### config.mk
export PLATFORM = sky130hd
export DESIGN_NAME = muldiv_unit
export DESIGN_NICKNAME = d
export VERILOG_FILES = /design/src/rtl/muldiv_pkg.sv /design/src/rtl/muldiv_abs.sv /design/src/rtl/muldiv_unit.sv
export SDC_FILE = /design/constraint.sdc
export NUM_CORES = 1
export LEC_CHECK = 0
export ABC_AREA = 1
export CAP_MARGIN = 20
export CORE_AREA = 2 2 246 248
export DETAILED_ROUTE_END_ITERATION = 7
export DIE_AREA = 0 0 248 250
export GPL_TIMING_DRIVEN = 0
export SYNTH_ARGS = -nofsm -noshare
export SYNTH_HDL_FRONTEND = slang
export SYNTH_HIERARCHICAL = 1
export SYNTH_SLANG_ARGS = --single-unit
### constraint.sdc
create_clock -name clk -period 6.9 [get_ports clk]
set_input_delay 0.69 -clock clk [delete_from_list [all_inputs] [get_ports clk]]
set_output_delay 0.69 -clock clk [all_outputs]
set_load 0.005 [all_outputs]
### src/rtl/muldiv_pkg.sv
// Shared definitions for the multiply/divide unit: func codes, FSM states, op types.
package muldiv_pkg;

   localparam logic [5:0] FUNC_MFHI  = 6'h10;
   localparam logic [5:0] FUNC_MTHI  = 6'h11;
   localparam logic [5:0] FUNC_MFLO  = 6'h12;
   localparam logic [5:0] FUNC_MTLO  = 6'h13;
   localparam logic [5:0] FUNC_MULT  = 6'h18;
   localparam logic [5:0] FUNC_MULTU = 6'h19;
   localparam logic [5:0] FUNC_DIV   = 6'h1A;
   localparam logic [5:0] FUNC_DIVU  = 6'h1B;

   typedef enum logic [1:0] {IDLE, CALC, FIX, DONE} state_e;
   typedef enum logic {OP_MUL, OP_DIV} op_e;

   // mult/multu/div/divu occupy 0x18..0x1B
   function automatic logic is_mdu_op(input logic [5:0] f);
      return f[5:2] == 4'b0110;
   endfunction

   // mfhi/mthi/mflo/mtlo occupy 0x10..0x13
   function automatic logic is_hilo_op(input logic [5:0] f);
      return f[5:2] == 4'b0100;
   endfunction

   // even codes in the arithmetic group are the signed variants
   function automatic logic is_signed_op(input logic [5:0] f);
      return ~f[0];
   endfunction

endpackage

### src/rtl/muldiv_abs.sv
// Conditional two's-complement negate; used for operand magnitude and result sign fix.
module muldiv_abs #(
   parameter int WIDTH = 32
) (
   input  logic [WIDTH-1:0] din,
   input  logic             neg,
   output logic [WIDTH-1:0] dout
);

   assign dout = neg ? (~din + WIDTH'(1)) : din;

endmodule

### src/rtl/muldiv_unit.sv
// Iterative MIPS-style multiply/divide unit with architectural HI/LO registers.
// state | meaning
// IDLE  | waiting for mult/multu/div/divu; mthi/mtlo accepted
// CALC  | WIDTH shift-add or restoring shift-subtract steps
// FIX   | sign correction of product / quotient / remainder
// DONE  | HI/LO written at end of cycle; new op may start
module muldiv_unit
   import muldiv_pkg::*;
#(
   parameter int WIDTH = 32
) (
   input  logic             clk,
   input  logic             rst,
   input  logic             rtype,
   input  logic [5:0]       func,
   input  logic             start,
   input  logic [WIDTH-1:0] a,
   input  logic [WIDTH-1:0] b,
   output logic             busy,
   output logic             done,
   output logic             stall,
   output logic [WIDTH-1:0] hi,
   output logic [WIDTH-1:0] lo,
   output logic [WIDTH-1:0] rdata
);

   state_e state_q, state_d;
   op_e    op_q, op_d;
   logic   neg_lo_q, neg_lo_d, neg_hi_q, neg_hi_d, divz_q, divz_d;
   logic [WIDTH-1:0] acc_hi_q, acc_hi_d, acc_lo_q, acc_lo_d;
   logic [WIDTH-1:0] opb_q, opb_d, cnt_q, cnt_d, hi_q, hi_d, lo_q, lo_d;

   logic             sgn_op, neg_a, neg_b, accept, mt_hi, mt_lo, div_ge;
   logic [WIDTH-1:0] a_abs, b_abs, quo_fix, rem_fix;
   logic [2*WIDTH-1:0] prod_fix;
   logic [WIDTH:0]   mul_sum, rem_sh;
   logic [WIDTH+1:0] diff;

   assign sgn_op = is_signed_op(func);
   assign neg_a  = sgn_op & a[WIDTH-1];
   assign neg_b  = sgn_op & b[WIDTH-1];

   muldiv_abs #(.WIDTH(WIDTH))   u_abs_a   (.din(a), .neg(neg_a), .dout(a_abs));
   muldiv_abs #(.WIDTH(WIDTH))   u_abs_b   (.din(b), .neg(neg_b), .dout(b_abs));
   muldiv_abs #(.WIDTH(2*WIDTH)) u_fix_prd (.din({acc_hi_q, acc_lo_q}), .neg(neg_lo_q), .dout(prod_fix));
   muldiv_abs #(.WIDTH(WIDTH))   u_fix_quo (.din(acc_lo_q), .neg(neg_lo_q), .dout(quo_fix));
   muldiv_abs #(.WIDTH(WIDTH))   u_fix_rem (.din(acc_hi_q), .neg(neg_hi_q), .dout(rem_fix));

   assign busy   = (state_q == CALC) || (state_q == FIX);
   assign done   = (state_q == DONE);
   assign accept = start & rtype & is_mdu_op(func) & ~busy;
   assign mt_hi  = start & rtype & (func == FUNC_MTHI) & ~busy;
   assign mt_lo  = start & rtype & (func == FUNC_MTLO) & ~busy;
   assign stall  = busy & rtype & (start | is_hilo_op(func));
   assign hi     = hi_q;
   assign lo     = lo_q;

   // multiply: {acc_hi, acc_lo} holds partial product over the shifting multiplier
   assign mul_sum = {1'b0, acc_hi_q} + (acc_lo_q[0] ? {1'b0, opb_q} : '0);
   // divide: acc_hi is the partial remainder, acc_lo shifts dividend out / quotient in
   assign rem_sh  = {acc_hi_q, acc_lo_q[WIDTH-1]};
   assign diff    = {1'b0, rem_sh} - {2'b00, opb_q};
   assign div_ge  = ~diff[WIDTH+1];

   always_comb begin
      rdata = '0;
      if (rtype && func == FUNC_MFHI)      rdata = hi_q;
      else if (rtype && func == FUNC_MFLO) rdata = lo_q;
   end

   always_comb begin
      state_d  = state_q;
      op_d     = op_q;
      neg_lo_d = neg_lo_q;
      neg_hi_d = neg_hi_q;
      divz_d   = divz_q;
      acc_hi_d = acc_hi_q;
      acc_lo_d = acc_lo_q;
      opb_d    = opb_q;
      cnt_d    = cnt_q;
      hi_d     = hi_q;
      lo_d     = lo_q;

      if (mt_hi) hi_d = a;
      if (mt_lo) lo_d = a;

      case (state_q)
         CALC: begin
            cnt_d = cnt_q - WIDTH'(1);
            if (op_q == OP_MUL) begin
               acc_hi_d = mul_sum[WIDTH:1];
               acc_lo_d = {mul_sum[0], acc_lo_q[WIDTH-1:1]};
            end else begin
               acc_hi_d = div_ge ? diff[WIDTH-1:0] : rem_sh[WIDTH-1:0];
               acc_lo_d = {acc_lo_q[WIDTH-2:0], div_ge};
            end
            if (cnt_q == '0) state_d = FIX;
         end
         FIX: begin
            if (op_q == OP_MUL) begin
               {acc_hi_d, acc_lo_d} = prod_fix;
            end else begin
               acc_hi_d = rem_fix;
               acc_lo_d = divz_q ? '1 : quo_fix;
            end
            state_d = DONE;
         end
         DONE: begin
            // overrides any same-edge mthi/mtlo write
            hi_d    = acc_hi_q;
            lo_d    = acc_lo_q;
            state_d = IDLE;
         end
         default: ;
      endcase

      if (accept) begin
         state_d  = CALC;
         op_d     = func[1] ? OP_DIV : OP_MUL;
         neg_lo_d = neg_a ^ neg_b;
         neg_hi_d = neg_a;
         divz_d   = func[1] & (b == '0);
         acc_hi_d = '0;
         acc_lo_d = a_abs;
         opb_d    = b_abs;
         cnt_d    = WIDTH'(WIDTH - 1);
      end
   end

   always_ff @(posedge clk or posedge rst) begin
      if (rst) begin
         state_q  <= IDLE;
         op_q     <= OP_MUL;
         neg_lo_q <= 1'b0;
         neg_hi_q <= 1'b0;
         divz_q   <= 1'b0;
         acc_hi_q <= '0;
         acc_lo_q <= '0;
         opb_q    <= '0;
         cnt_q    <= '0;
         hi_q     <= '0;
         lo_q     <= '0;
      end else begin
         state_q  <= state_d;
         op_q     <= op_d;
         neg_lo_q <= neg_lo_d;
         neg_hi_q <= neg_hi_d;
         divz_q   <= divz_d;
         acc_hi_q <= acc_hi_d;
         acc_lo_q <= acc_lo_d;
         opb_q    <= opb_d;
         cnt_q    <= cnt_d;
         hi_q     <= hi_d;
         lo_q     <= lo_d;
      end
   end

endmodule
## After elaboration in Yosys (flattened, before gate mapping)

Index checks and enable logic that the tools add are counted.

- Add/subtract/negate cells: 8
- Equal/unequal tests: 13
- Mux-type cells: 28
- Bitwise operators: 22
- Reductions and logical operators: 13

Operators by type and width:

| operator | count |
|---|---|
| $mux 32 | 21 |
| $add 32x1->32 const B | 4 |
| $not 32->32 | 4 |
| $pmux 32 s2 | 2 |
| $add 64x1->64 const B | 1 |
| $logic_not 32->1 | 2 |
| $mux 64 | 1 |
| $not 64->64 | 1 |
| $sub 33x32->34 | 1 |
| $add 32x32->33 | 1 |
| $sub 32x1->32 const B | 1 |
| $eq 6x5->1 const B | 4 |
| $and 1x1->1 | 12 |
| $ne 4x4->1 const B | 3 |
| $eq 4x3->1 const B | 2 |
| $pmux 2 s3 | 1 |
| $reduce_and 3->1 | 2 |
| $reduce_bool 2->1 | 3 |
| $eq 2x2->1 const B | 2 |
| $mux 2 | 2 |
| $reduce_bool 4->1 | 1 |
| $ne 3x2->1 const B | 1 |
| $not 1->1 | 3 |
| $reduce_bool 3->1 | 1 |
| other kinds (7) | 8 |

- Flip-flop bits (word level): 198
- Input port bits: 74
- Output and inout bits: 99
- Word-level logic and storage cells: 95

## Longest topological paths before layout

- Depth in word-level cells: 7
- Depth in mapped cells: 22

## Cells and area by module

The synthesis kept the hierarchy.

By module, submodules not included:

| module | instances | cells each | area an instance (um^2) | seq. area each (um^2) |
|---|---|---|---|---|
| muldiv_unit | 1 | 2650 | 16617.2 | 4954.8 |
| muldiv_abs (u_abs_a ...) | 4 | 227 | 1108.6 | 0.0 |
| muldiv_abs (u_fix_prd) | 1 | 498 | 2466.1 | 0.0 |

## Least setup slack after synthesis

OpenSTA, ideal clock, no wires.

- Kind: flip-flop to flip-flop
- Start: register acc_lo_q[0]
- End: register acc_hi_q[17]
- Setup time: 0.116 ns
- Arrival time: 2.747 ns
- Required time: 6.784 ns
- Path slack: 4.037 ns
- Stages on the path, launching flop included: 22
- Buffers on the path: 2
- Cells stage by stage: dfrtp_1 clkbuf_1 clkbuf_1 nand2_1 inv_1 ha_1 inv_1 fa_1 inv_1 nand2_1 o21ai_0 nand2_1 nand2_1 nand2_1 nand2_1 nand2_1 nand3_1 nand3_1 nand3_1 nand2_1 nand2_1 nand2_1

- Longest elaborated chain between the ends: 6

Ends and longest elaborated chain:

| item | RTL line | source |
|---|---|---|
| from (decl) | muldiv_unit.sv:30 | `logic [WIDTH-1:0] acc_hi_q, acc_hi_d, acc_lo_q, acc_lo_d;` |
| from (signal assigned) | muldiv_unit.sv:150 | `acc_lo_q <= acc_lo_d;` |
| $not 64->64 | muldiv_abs.sv:10 | `assign dout = neg ? (~din + WIDTH'(1)) : din;` |
| $add 64x1->64 | muldiv_abs.sv:10 |  |
| $mux 64 | muldiv_abs.sv:10 |  |
| $mux 32 | muldiv_unit.sv:100 | `if (op_q == OP_MUL) begin` |
| $pmux 32 s2 (*) | muldiv_unit.sv:87 | `case (state_q)` |
| $mux 32 (*) | muldiv_unit.sv:117 | `if (accept) begin` |
| to (signal assigned) | muldiv_unit.sv:149 | `acc_hi_q <= acc_hi_d;` |
| to (decl) | muldiv_unit.sv:30 |  |

Every way passes the cells marked *; elsewhere a longest branch is shown, timed or not. The select of a mux whose other input is x is not followed.
A chain may end at the register's enable or synchronous reset.

## Worst setup path after layout

- Start: register acc_lo_q[0]
- End: register acc_hi_q[29]

The elaborated chain is that of the path after synthesis.

==> summary.md <==
| Metric | Value |
|---|---|
| Ys flop type | `dfrtp_1` |
| HP Class | `flip-flop to flip-flop` |
| Slowest stage cell on the critical path | `o21ai_0` |
| Worst-Skew Late Latency | `0.51 ns` |
| Maximum vdd drop | `0.203 mV` |
| Min-delay src | `cnt_q[18]` |
| Post-Syn Area | `23500 sq um` |
| GRT Total Usage | `32.9%` |
| Core area | `59600 sq um` |
| R2R Path End | `acc_hi_q[29]` |
| Post-synthesis sequential area ratio | `21.1%` |
| TritonCTS clock tree | `built` |
| Final worst path period share | `59.2%` |
| Maxcap violations | `0` |
| Util after Layout | `45.1%` |
| Fillcell total | `6501` |
| FMAX | `245 MHz` |
| Crit path time final | `4.09 ns` |
| Hold-critical path endpoint | `cnt_q[18]` |
| Post-DR wirelength/cell | `20.2 um` |
| WP data arrival | `4.47 ns` |
| R2r setup slk | `2.81 ns` |
| Synth Register Bits | `198` |
| GR Overflow Total | `0` |
| Floorplan die height | `250 um` |
| GPL Wtd Cong | `1.02` |
| Final net count | `4399` |
| CP most frequent cell | `nand2_1` |
| CTS Hold Buffers Added | `0` |
| Initial Util | `39.5%` |
| WHS Path Cells | `1` |
| Post-synth EDFFs | `0` |
| Syn nets | `4207` |
| Core Rows | `90` |
| Post-CTS Resized | `0` |
| DR pass1 iterations | `6` |
| Cells after Synth | `4056` |
| Synth cell types | `53` |
| Buffers on Ports | `172` |
| Hold Vio Cnt, Final | `0` |
| Inst Count DP | `5011` |
| Dpl hpwl | `84100 um` |
| Vias in the first global route | `25.3k` |
| Via/cell ratio | `5.40` |
| Die area | `62000 sq um` |
| Clk_skew | `0.0244 ns` |
| CP endpoint kind | `flip-flop` |
| Crit-path max FO | `10` |
| WL final | `102000 um` |
| Slew Viols, Final | `0` |
| CTS H-tree lvls | `4` |
| Relative slew slack | `38.2%` |
| Power per cell area | `294 nW/um^2` |
| CTS buffer count | `17` |
| I/O pins | `173` |
| WS Path Type | `flip-flop to flip-flop` |
| TNS Setup | `0 ns` |
| Fraction of layout cells with a size suffix above 1 | `6.29%` |
| Drt initial violations | `2559` |
| Diode count | `0` |
| Setup Fix Bufs, Post-CTS | `0` |
| Clock transition at path regs | `0.09 ns` |
| Tightest Pin Transition | `0.926 ns` |
| Syn_area_per_cell | `5.80 sq um` |
| Max stage delay on crit path | `0.53 ns` |
| Worst R2R Path Depth | `21` |
| Leak Pwr | `14.2 nW` |
| Initial antenna violation count | `0` |
| Final setup vio count | `0` |
| Crit path buffers/inverters | `5` |
| Critical path required time | `7.29 ns` |
| CTS root buf | `clkbuf_16` |
| Status | `finished, final reports clean` |
| Die span in x | `248 um` |
| Cell family with most CP delay | `simple AND/OR/NAND/NOR gates` |
| First-pass GRT wire length | `153000 um` |
| Startpoint types | `flip-flop` |
| Worst-case clock buffer depth | `2` |
| Largest net degree at the start of global routing | `105` |
| YS warnings | `6` |
| Vias | `27.2k` |
| DRC | `0` |
| Final ANT Viol Nets | `0` |
| Ys async rst share | `100%` |
| RSZ-0062 raised after global routing | `false` |
| CP cell instances | `clkbuf_1, clkbuf_1, nand2_1, inv_1, ha_1, inv_1, fa_1, inv_1, nand2_1, o21ai_0, nand2_1, nand2_1, nand3_1, nand2_1, nand2_1, nand3_1, nand3_1, nand2_1, nand2_1, nand2_1, nand2_1` |
| Finished Layout Cells | `5043` |
| Clk sinks | `198` |
| Worst r2r src | `acc_lo_q[0]` |
| Area Growth Syn to Fin | `14.3%` |
-- synth_stat cells, types with 31 or more instances --
| cell type | number | area (sq um) |
|---|---|---|
| nor2_4 | 37 | 417 |
| a21oi_1 | 90 | 450 |
| o21ai_0 | 195 | 976 |
| nor2_2 | 44 | 275 |
| xnor2_1 | 65 | 569 |
| o221ai_1 | 86 | 753 |
| nor2_1 | 428 | 1610 |
| nand2_1 | 1433 | 5380 |
| nand2_2 | 36 | 225 |
| dfrtp_1 | 198 | 4950 |
| xor2_1 | 43 | 377 |
| buf_2 | 31 | 155 |
| clkbuf_1 | 82 | 308 |
| nand3_1 | 309 | 1550 |
| ha_1 | 75 | 938 |
| inv_1 | 570 | 2140 |
| o22ai_1 | 42 | 263 |
| nand4_1 | 52 | 325 |
-- layout make-up --
type | instances | area (sq um) | share of cell area, %
inverters | 593 | 2250 | 8.39
flip-flops and latches | 198 | 4950 | 18.4
clock inverters | 15 | 193 | 0.717
repair buffers | 173 | 1750 | 6.51
multi-input cells | 3124 | 15700 | 58.2
well taps | 782 | 978 | 3.64
plain buffers | 141 | 666 | 2.48
clock buffers | 17 | 425 | 1.58
-- how the worst max path moves through the flow --
stage / depth (start not counted) / slack [ns] / end / startpoint
2_1_floorplan: 1 / 0.81 / acc_hi_q[0] / rst
3_3_place_gp: 2 / -2.09 / acc_hi_q[29] / rst
3_5_place_dp: 21 / 2.88 / acc_hi_q[29] / acc_lo_q[0]
4_1_cts: 21 / 2.87 / acc_hi_q[29] / acc_lo_q[0]
5_1_grt: 21 / 2.62 / acc_hi_q[29] / acc_lo_q[0]
6_report: 21 / 2.81 / acc_hi_q[29] / acc_lo_q[0]
-- state kept, by name, indices dropped and copies added (netlist names) --
| name | cells |
|---|---|
| neg_lo_q | 1 |
| divz_q | 1 |
| neg_hi_q | 1 |
| state_q | 2 |
| hi | 32 |
| op_q | 1 |
| acc_lo_q | 32 |
| lo | 32 |
| acc_hi_q | 32 |
| cnt_q | 32 |
| opb_q | 32 |
-- report_power, final --
part           internal [mW]  total (mW)  switching (mW)
Combinational           1.50        4.64            3.14
Sequential              1.32        2.19           0.873
Clock                  0.496        1.07           0.572
Total                   3.32        7.90            4.58
-- cells by family (layout without fill, tap and decap cells) --
group / Yosys count / after routing / synth area share (%)
AO/OA/AOI/OAI: 504 / 504 / 13.3
XOR/XNOR: 109 / 109 / 4.09
adder cells (fa/ha/maj): 77 / 77 / 4.16
buffers and inverters: 734 / 939 / 12.4
flip-flops: 198 / 198 / 21.1
AND/OR/NAND/NOR: 2434 / 2434 / 45.0
-- metal layers --
metal | track usage (%) | up-vias | part of all wire (%)
met3 | 5.25 | 199 | 8.2
li1 | - | 13315 | -
met1 | 43.5 | 12583 | 42
met2 | 51.6 | 1110 | 44
met5 | 0 | - | 0
met4 | 16.5 | 0 | 5.4
-- layout by cell type, fill, tap and decap left out, types with 19 or more instances in the layout --
cell | Yosys | routed
ha_1 | 75 | 75
inv_1 | 570 | 569
a31oi_1 | 25 | 25
nand3_1 | 309 | 309
clkdlybuf4s50_1 | 0 | 172
o221ai_1 | 86 | 86
nor2_2 | 44 | 44
o211ai_1 | 19 | 19
nor3_1 | 29 | 29
dfrtp_1 | 198 | 198
buf_2 | 31 | 31
o22ai_1 | 42 | 42
nand2_1 | 1433 | 1433
nand4_1 | 52 | 52
clkbuf_1 | 82 | 82
nor2_4 | 37 | 37
a21oi_1 | 90 | 90
o21ai_0 | 195 | 195
nor2_1 | 428 | 428
nand2_2 | 36 | 36
xnor2_1 | 65 | 65
xor2_1 | 43 | 43
-- worst register-to-register path: stages (launching register included) --
cell      delay (ns)
dfrtp_1         0.47
clkbuf_1        0.49
clkbuf_1        0.45
nand2_1         0.11
inv_1           0.07
ha_1            0.15
inv_1           0.06
fa_1            0.36
inv_1           0.08
nand2_1         0.07
o21ai_0         0.53
nand2_1         0.10
nand2_1         0.19
nand3_1         0.09
nand2_1         0.20
nand2_1         0.11
nand3_1         0.09
nand3_1         0.07
nand2_1         0.12
nand2_1         0.06
nand2_1         0.07
nand2_1         0.04
-- metrics by stage --
step                setup slack (ns)  hold WS (ns)  power, mW  cell area (sq um)
global route                    2.62         0.528       8.48              26900
detailed placement              2.88         0.477       6.70              26300
global placement               -2.09         0.466       6.68              26200
finish                          2.81         0.500       7.90              26900
CTS                             2.87         0.499       7.79              26900
floorplan                      0.813         0.450       5.03              23500
(Power assumes the default switching activity.)
